===== src/rtl/truth_table_sweeper.sv =====
// truth_table_sweeper: drives all 16 input combinations {a,b,c,d} into a
// 4-input device, holds each for SETTLE_CYCLES, captures the response and
// compares it against the golden table EXPECTED.
// Optional feature macro: SWEEP_COMPLEMENT_CHECK_EN -- when defined, also
// counts vectors where out_n is not the complement of out.
module truth_table_sweeper #(
  parameter int          SETTLE_CYCLES = 1,
  parameter logic [15:0] EXPECTED      = 16'h0000
) (
  input  logic        clk,
  input  logic        rst,
  input  logic        start,
  output logic        a,
  output logic        b,
  output logic        c,
  output logic        d,
  input  logic        out,
  input  logic        out_n,
  output logic        busy,
  output logic        done,
  output logic [15:0] table_out,
  output logic [4:0]  mismatch_cnt,
  output logic [4:0]  cmp_err_cnt,
  output logic        pass
);

  typedef enum logic [1:0] {
    IDLE   = 2'd0,
    SETTLE = 2'd1,
    SAMPLE = 2'd2,
    DONE   = 2'd3
  } state_t;

  localparam logic [3:0] CNT_LOAD = 4'(SETTLE_CYCLES);

  state_t     state;
  state_t     state_nxt;
  logic [3:0] vec;
  logic [3:0] cnt;
  logic       mis_hit;
  logic       cmp_hit;
  logic [4:0] mismatch_nxt;
  logic [4:0] cmp_err_nxt;

`ifdef SWEEP_COMPLEMENT_CHECK_EN
  assign cmp_hit = (out_n != ~out);
`else
  // out_n has no function without the complement check.
  logic unused_out_n;
  assign unused_out_n = out_n;
  assign cmp_hit      = 1'b0;
`endif

  // Per-vector verdicts and the counts they would produce if sampled now;
  // at most 16 samples per sweep, so 5 bits never overflow.
  assign mis_hit      = (out != EXPECTED[vec]);
  assign mismatch_nxt = mismatch_cnt + {4'd0, mis_hit};
  assign cmp_err_nxt  = cmp_err_cnt + {4'd0, cmp_hit};

  // The stimulus pins are the vector register itself, so they are registered.
  assign {a, b, c, d} = vec;

  // Next-state logic and state-decoded status outputs.
  always_comb begin
    state_nxt = state;
    busy      = 1'b0;
    done      = 1'b0;
    case (state)
      IDLE: begin
        if (start) state_nxt = SETTLE;
      end
      SETTLE: begin
        busy = 1'b1;
        if (cnt == 4'd1) state_nxt = SAMPLE;
      end
      SAMPLE: begin
        busy = 1'b1;
        state_nxt = (vec == 4'd15) ? DONE : SETTLE;
      end
      DONE: begin
        done      = 1'b1;
        state_nxt = IDLE;
      end
      default: state_nxt = IDLE;
    endcase
  end

  // State register, vector/settle counters and result capture.
  always_ff @(posedge clk) begin
    if (rst) begin
      state        <= IDLE;
      vec          <= 4'd0;
      cnt          <= 4'd0;
      table_out    <= 16'd0;
      mismatch_cnt <= 5'd0;
      cmp_err_cnt  <= 5'd0;
      pass         <= 1'b0;
    end else begin
      state <= state_nxt;
      case (state)
        IDLE: begin
          if (start) begin
            vec          <= 4'd0;
            cnt          <= CNT_LOAD;
            table_out    <= 16'd0;
            mismatch_cnt <= 5'd0;
            cmp_err_cnt  <= 5'd0;
            pass         <= 1'b0;
          end
        end
        SETTLE: begin
          cnt <= cnt - 4'd1;
        end
        SAMPLE: begin
          table_out[vec] <= out;
          mismatch_cnt   <= mismatch_nxt;
          cmp_err_cnt    <= cmp_err_nxt;
          if (vec == 4'd15) begin
            // Verdict uses the counts including this final sample so it is
            // already valid while done is high.
            pass <= (mismatch_nxt == 5'd0) && (cmp_err_nxt == 5'd0);
          end else begin
            vec <= vec + 4'd1;
            cnt <= CNT_LOAD;
          end
        end
        DONE: begin
          vec <= 4'd0;
        end
        default: ;
      endcase
    end
  end

endmodule


===== config.mk =====
export PLATFORM = sky130hd
export DESIGN_NAME = truth_table_sweeper
export DESIGN_NICKNAME = d
export VERILOG_FILES = /design/src/rtl/truth_table_sweeper.sv
export SDC_FILE = /design/constraint.sdc
export NUM_CORES = 1
export LEC_CHECK = 0
export ABC_AREA = 1
export BUFFER_PORTS_ARGS = -buffer_cell sky130_fd_sc_hd__buf_2
export CELL_PAD_IN_SITES_DETAIL_PLACEMENT = 0
export CELL_PAD_IN_SITES_GLOBAL_PLACEMENT = 1
export CORE_MARGIN = 2
export CORE_UTILIZATION = 42
export CTS_BUF_LIST = sky130_fd_sc_hd__clkbuf_8
export CTS_CLUSTER_DIAMETER = 60
export DETAILED_ROUTE_END_ITERATION = 7
export PLACE_DENSITY = 0.91
export SETUP_SLACK_MARGIN = 0.15
export SLEW_MARGIN = 15
export SYNTH_ARGS = -nofsm -noshare
export SYNTH_HDL_FRONTEND = slang
export SYNTH_SLANG_ARGS = --single-unit

===== constraint.sdc =====
create_clock -name clk -period 3.6 [get_ports clk]
set_input_delay 0.9 -clock clk [delete_from_list [all_inputs] [get_ports clk]]
set_output_delay 0.9 -clock clk [all_outputs]
set_load 0.01 [all_outputs]

# Word-level counts from Yosys, hierarchy flattened
# Memories as Yosys holds them, arrays and structs flattened. A register that Yosys moved wholly into a read port is not among the register bits.
# Cells that the tools add are included.
# totals
mem_bits_rw	0
latchBits	0
rom_bits	16
memories	1
elab_cells	59
register_bits	32
# memory_table
name	words	width	rd	rd_clocked_by_memory_dff	wr	line	rtl
(no name shown)	16	1	1	1	0	56	assign mis_hit = (out != EXPECTED[vec]);
# classes
n_eq_ne	10
n_shift	0
n_mux	25
reduce_logical	12
multipliers	0
div_mod_pow	0
order_cmp	2
addsub	3
bitwise_logic	0
# ops
cell	n
16-bit one-hot mux with 2 select lines	1
4-bit two-way mux	6
4-bit one-hot mux with 3 select lines	2
16-bit bitwise mux	1
16-bit two-way mux	1
5-bit one-hot mux with 2 select lines	1
3-bit AND reduction	3
2-bit inequality test, second input constant	4
2-bit one-hot mux with 4 select lines	1
1-bit two-way mux	6
2-bit two-way mux	3
3-bit nonzero test	2
5-bit by 1-bit adder with 5-bit output	1
5-bit zero test	1
4-bit by 5-bit less-than comparator with 1-bit output, second input constant	1
5-bit two-way mux	1
4-bit by 1-bit adder with 4-bit output, second input constant	1
1-bit demux with 4-bit select	1
2-bit equality test, second input constant	2
4-bit by 1-bit equality test with 1-bit output, second input constant	1
4-bit equality test, second input constant	1
4-bit by 1-bit >= comparator with 1-bit output, second input constant	1
2-bit AND reduction	2
4-bit by 1-bit subtractor with 4-bit output, second input constant	1
7 further kinds	7

# Logic depth before layout (Yosys ltp)
# Gate-level depths: netlist (run 1).
# logic_depth
depth_word	7
ltp_mapped	10
depth_no_buf	10

# Worst setup path before layout (run 1)
# No wires, ideal clock.
# synth_path
kind	input-to-reg
start	input port out
end	register pass
n_path_buf	0
path_stages	9
t_required_ns	3.530
setup_time_ns	0.070
arrival_time_ns	1.823
path_slack_ns	1.707
path_cell_list	ha_1 ha_1 inv_1 nand2_1 nor2_1 nand2_1 nor2_1 nand2_1 a21oi_1
# synth_between
elab_chain_len	5
# synth_rtl
element	line	rtl
from (decl)	17	input logic out,
1-bit inequality test	56	
5-bit by 1-bit adder with 5-bit output	57	assign mismatch_nxt = mismatch_cnt + {4'd0, mis_hit};
5-bit zero test	121	pass <= (mismatch_nxt == 5'd0) && (cmp_err_nxt == 5'd0);
1-bit two-way mux	118	if (vec == 4'd15) begin
1-bit one-hot mux with 2 select lines	100	case (state)
to (signal assigned)	121	
to (decl)	24	output logic pass
# No other way between the ends. The select of a mux whose other input is x is not followed.
# A chain may end at the register's enable or synchronous reset.

# Final worst setup path (run 1)
# layout_path
start	register state[0]
end	output port busy
# layout_between
elab_chain_len	3
# layout_rtl
element	line	rtl
from (decl)	36	state_t state;
from (signal assigned)	99	state <= state_nxt;
2-bit equality test or 2-bit by 1-bit equality test with 1-bit output (tied branches)	68	case (state)
2-bit OR reduction (no source line) (*)	-	
1-bit two-way mux (*)	68	
to (decl)	19	output logic busy,
# Every way passes the cells marked *; elsewhere a longest branch is shown, timed or not.

==> reports/metrics.cfg, run 1 <==
[drt]
vias = 1669
drt_wl_total_um = 3970
drt_pass1_iterations = 4
via_per_inst = 4.75
ant_nets = 0
wl_per_cell_um = 11.3
drc_errors = 0
drtIter0Drc = 161

[yosys]
synth_cell_types = 24
yosys-top-cells-area = dfxtp_1 (35%), nand2_1 (16%), ha_1 (8.9%), a21oi_1 (7.1%), inv_1 (6.0%)
syn_area_mm2 = 0.00182
post-synth-top-area-cell = dfxtp_1
yosysSeqAreaShare_pct = 35.2
yosysTopAreaCellShare_pct = 35.2
ys_ff_latch = 32
syn_avg_cell_area_um2 = 6.74
yosysWarnings = 0
synthCells = 270

[grt]
grt_pass1_wl_um = 6560
antenna_found_initial = 0
grt_use_total_pct = 16.7
grt.overflow.total = 0
grt_pass1_vias = 1519
grt_max_degree = 26

[power]
power_leakage_uw = 0.000934
p_per_area_mw_per_mm2 = 563
ir_drop_mv = 0.335

[placement]
portBuffers = 31
dpl-instance-area_mm2 = 0.00197
routabilityCongestion = 0.800
dp_hpwl_um = 2810

[clocking]
cts-root-buf = clkbuf_8
clock-sinks = 32
cts_resized = 0
path_clk_slew_ns = 0.07
ctsHoldBuffers = 0
tritoncts = yes
post_cts.repair.setup_buffers = 0
cts_buffers = 5
clk_path_buf_depth = 2
clock_latency_ns = 0.28
htreeDepth = 2

[final_layout]
drive_gt1_share_pct = 18.3
syn2layout_area_growth_pct = 14.2
nets = 318
stdcell_area_mm2 = 0.00208
antenna_cells = 0

[timing]
grt_setup_unrepaired = false
setup_viol = 0
fin_skew_ns = 0.00562
fmax_mhz = 471
maxSlewViolCount = 0
finalCritPeriodShare_pct = 58.9
fin_hold_ws_ns = 0.459
fin_tns_setup_ns = 0
finalHoldViolCount = 0
period_needed_ns = 2.12

[floorplan]
rows = 23
io_pins = 38
die_area_mm2 = 0.00488
design.core.area_mm2 = 0.00409
die_h_um = 69.8
initial_core_util_pct = 44.5
die_x_um = 69.8

[min_path]
hp-class = reg -> reg

[worst_setup_path]
start_kind = flip-flop
cp.required_ns = 2.70
worst-path-max-fanout = 5
critPathArrivalTime_ns = 1.22
path_class = reg -> out
endpoint_kind = output port

[job]
max-cap-violations = 0

[outcome]
status = finished clean

## where the power goes
part / switching [µW] / internal (µW)
sequential: 30.9 / 385
combinational: 281 / 137
clock: 135 / 202
## cell type report
type,count,area [µm²]
clock buffer,5,68.8
timing repair buffer,31,155
multi-input combinational,198,993
sequential,32,641
tap,50,62.6
fill,432,2010
clock inverter,3,38.8
inverter,32,120
## final timing paths
kind                         to  cells past startpoint           from  slack [ns]
setup / recovery           busy                      3       state[0]        1.48
hold / removal    table_out[14]                      2  table_out[14]        0.46
setup reg to reg         cnt[3]                      8       state[0]        1.85
hold reg to reg   table_out[14]                      2  table_out[14]        0.46
## worst max-delay path: stages, from the launching register on
cell and delay (ns):
dfxtp_1 0.41, inv_1 0.11, ha_1 0.29, buf_2 0.14
## per-layer routing
layer	global-route usage [%]	share of wire, %
met5	0	0
met4	5.56	0.73
met3	5.52	4.5
met2	27.5	47
met1	20.4	48
## state kept, by name, indices dropped and copies added, names as in the netlist
signal	flops
state	2
mismatch_cnt	5
vec	4
cnt	4
pass	1
table_out	16
## cells in the final DEF, fill, tap and decap left out
cell type / netlist / layout
nand2_2: 6 / 6
xor2_1: 1 / 1
dfxtp_1: 32 / 32
bufinv_16: 0 / 1
nand3_2: 1 / 1
nor3_1: 1 / 1
nor2_2: 4 / 4
clkbuf_8: 0 / 5
buf_2: 1 / 31
nand3_1: 8 / 8
clkinv_2: 0 / 1
nand2_1: 76 / 76
inv_2: 3 / 3
nor2_1: 29 / 29
o21ai_1: 3 / 3
a21oi_1: 26 / 26
nor2_4: 2 / 2
inv_1: 29 / 30
conb_1: 1 / 5
o21ai_0: 20 / 20
nand4_1: 2 / 2
ha_1: 13 / 13
nand2_4: 1 / 1
## stage by stage
stage | instances | worst slack (ns) | utilization [%] | power, µW
4_1_cts | 351 | 1.47 | 50.9 | 1180
5_1_grt | 351 | 1.41 | 50.9 | 1260
3_5_place_dp | 343 | 1.48 | 48.3 | 842
6_report | 351 | 1.48 | 50.9 | 1170
3_3_place_gp | 343 | 1.48 | 48.3 | 837
2_1_floorplan | 274 | 1.71 | - | 768
## synth_stat cells
cell,count
o21ai_0,20
buf_2,1
nand2_4,1
ha_1,13
dfxtp_1,32
nand4_1,2
xor2_1,1
inv_1,29
nand2_1,76
nor2_1,29
conb_1,1
clkbuf_1,3
nand3_2,1
nor3_1,1
nand3_1,8
nor2_4,2
a21oi_1,26
inv_2,3
nor2_2,4
clkbuf_2,1
nand2_2,6
buf_4,5
buf_6,2
o21ai_1,3
## logic make-up after synthesis
kind of cell | Yosys count | share of synthesized area [%]
AO/OA/AOI/OAI | 49 | 13.5
XOR/XNOR | 1 | 0.481
adder cells (fa/ha/maj) | 13 | 8.93
buffers and inverters | 44 | 11.1
flip-flops | 32 | 35.2
other | 1 | 0.206
AND/OR/NAND/NOR | 130 | 30.7
Power figures use the tool's default switching activity.
==> inputs of run 2 (changes only) <==
Settings changed: ABC_AREA 1 to 0, CORE_UTILIZATION 42 to 37, PLACE_DENSITY 0.91 to 0.83.
Clock period 3.6 ns to 1.8 ns, I/O delays scaled along.
==> run 2 against run 1 <==
Effect of this change: clock power increased by 110%; setup slack lost 1.3 ns; sequential power grew 94%; utilization fell by 4.3 points; register-to-register slack worse by 1.6 ns; global-route usage is 0.14 points lower; synthesized cell count fell by 20%; wire length increased by 6.0%; critical path type unchanged.
==> reports/metrics.cfg, run 2 <==
[yosys]
ys_top_cells_by_count = a21oi_1 (40), dfxtp_1 (32), nand3_1 (15)
synth_async_sr_flop_share_pct = 0
synth_most_common_cell = a21oi_1
ys_ff_latch = 32
yosysWarnings = 0
yosysSeqAreaShare_pct = 36.6
synth_edf_count = 0
yosys-top-cells-area = dfxtp_1 (37%), a21oi_1 (11%), ha_1 (9.3%), nand3_1 (4.3%), o21ai_0 (2.9%)
synth_cell_types = 42
syn_avg_cell_area_um2 = 8.07
syn_area_mm2 = 0.00175
yosysTopAreaCellShare_pct = 36.6
dominantRegCellSynth = dfxtp_1
synthCells = 217
post-synth-top-area-cell = dfxtp_1

[final_layout]
drive_gt1_share_pct = 27.2
top_register = table_out
utilization_pct = 46.5
final_common_cell = a21oi_1
largest_reg_flops = 16
antenna_cells = 0
layoutNonFillerInstCount = 308
top_regs = table_out x16, mismatch_cnt x5
syn2layout_area_growth_pct = 23.0
nets = 271
final_cell_mix = a21oi_1 (40), buf_2 (31), dfxtp_1 (30), nand3_1 (15), buf_4 (15)

[worst_setup_path]
r2r-end = vec[3]
cp.required_ns = 1.35
path_class = reg -> out
r2r_slack_ns = 0.23
critPathArrivalTime_ns = 1.15
worst-path-max-fanout = 5
cp_slowest_stage_delay_ns = 0.36
critPathSlowestCell = dfxtp_2
path_cells = inv_1, ha_2, buf_2
ff2ff_path_depth = 6
endpoint_kind = output port
start_kind = flip-flop
timing.rr.start = state[0]

[timing]
fmax_mhz = 625
finalCritPeriodShare_pct = 88.9
setup_viol = 0
worst_pin_slew_ns = 0.520
finalHoldViolCount = 0
maxSlewViolCount = 0
relSlewSlack_pct = 65.2
period_needed_ns = 1.60
fin_skew_ns = 0.00809
fin_tns_setup_ns = 0
grt_setup_unrepaired = true

[floorplan]
io_pins = 38
die_h_um = 72.8
design.core.area_mm2 = 0.00463
initial_core_util_pct = 37.8
die_area_mm2 = 0.00530
rows = 25
die_x_um = 72.8

[drt]
via_per_inst = 5.38
drt_wl_total_um = 4210
drt_pass1_iterations = 4
drtIter0Drc = 70
ant_nets = 0
vias = 1656
drc_errors = 0
wl_per_cell_um = 13.7

[grt]
grt_pass1_wl_um = 6980
grt_pass1_vias = 1541
grt_use_total_pct = 16.5
grt.overflow.total = 0
grt_max_degree = 22
antenna_found_initial = 0

[clocking]
clk_path_buf_depth = 2
cts-root-buf = clkbuf_8
path_clk_slew_ns = 0.07
htreeDepth = 2
post_cts.repair.setup_buffers = 0
tritoncts = yes
clock-sinks = 32
clock_latency_ns = 0.29
ctsHoldBuffers = 0
cts_buffers = 5

[placement]
dp_hpwl_um = 2790
routabilityCongestion = 0.763
portBuffers = 31
dpl.cell_count = 299

[min_path]
hp-class = reg -> reg
hold_end = cnt[1]
hold_depth = 2
hold_path.startpoint = cnt[1]

[power]
p_per_area_mw_per_mm2 = 1170
power_leakage_uw = 0.000893
ir_drop_mv = 0.523

[job]
max-cap-violations = 0

[outcome]
status = finished clean

-- run 2: cell types whose count changed in the layout (fill, tap and decap cells not counted), sizes merged, moves of 4 or more --
cell / previous run / this run
buf: 31 / 47
nor2: 35 / 11
a21oi: 26 / 41
inv: 33 / 9
nand2: 83 / 5
nand4: 2 / 7
nand3: 9 / 16
nor2b: 0 / 4
a31oi: 0 / 4
-- run 2: logic make-up after synthesis --
kind of cell             Yosys count  synth area share [%]
AO/OA/AOI/OAI                     73                  22.9
AND/OR/NAND/NOR                   64                  20.6
flip-flops                        32                  36.6
buffers and inverters             32                  9.28
adder cells (fa/ha/maj)           13                  9.29
other                              1                 0.214
XOR/XNOR                           1                 0.500
multiplexers                       1                 0.571
-- run 2: worst max-delay path: cells and delay by family, from the launching register on --
| kind | cells | cell delay, ns |
|---|---|---|
| DFF | 1 | 0.36 |
| adders and majority gates | 1 | 0.31 |
| buffers and inverters | 2 | 0.20 |
-- run 2: worst max path at each step --
| stage | from | to | cells after the start |
|---|---|---|---|
| detailed placement | state[1] | cnt[2] | 6 |
| global placement | out | pass | 7 |
| global route | state[1] | table_out[14] | 7 |
| floorplan | state[0] | cnt[2] | 6 |
| CTS | vec[3] | a | 1 |
| finish | state[1] | busy | 3 |
-- run 2: final cells by class --
type	instances	area (µm²)
timing repair buffer	48	295
tap	54	67.6
sequential	32	643
fill	468	2470
inverter	9	33.8
clock buffer	5	68.8
clock inverter	3	42.5
multi-input combinational	157	1000
-- run 2: stage by stage --
stage / worst slack (ns) / hold slack (ns) / total power (µW) / instance area (µm²)
final: 0.200 / 0.470 / 2520 / 2150
after global routing: 0.135 / 0.499 / 2680 / 2150
after CTS: 0.173 / 0.474 / 2430 / 2110
after detailed placement: 0.156 / 0.463 / 1720 / 1990
after global placement: 0.180 / 0.457 / 1720 / 1990
after floorplan: 0.218 / 0.441 / 1410 / 1770
-- run 2: power breakdown --
part           internal, µW  switching (µW)  leakage, µW  total [µW]
combinational           435             576     0.000579        1010
clock                   410             289    0.0000541         699
sequential              764            41.4     0.000260         805
total                  1610             907     0.000893        2520
-- run 2: repair_timing --
| item | in CTS | in global routing |
|---|---|---|
| gates cloned | 0 | 1 |
| endpoints found under the hold margin | 0 | 0 |
| pin swaps | 0 | 0 |
| endpoints found under the setup margin | 4 | 26 |
| gates resized for setup | 1 | 13 |
-- run 2: layer usage --
layer | wire length, µm | GRT usage (%) | vias to the layer above | part of all wire, %
met5 | 0 | 0 | - | 0
met4 | 57 | 5.14 | 0 | 1.4
met3 | 168 | 4.70 | 4 | 4.0
met2 | 1970 | 26.3 | 28 | 47
met1 | 2010 | 21.7 | 784 | 48
li1 | - | - | 840 | -
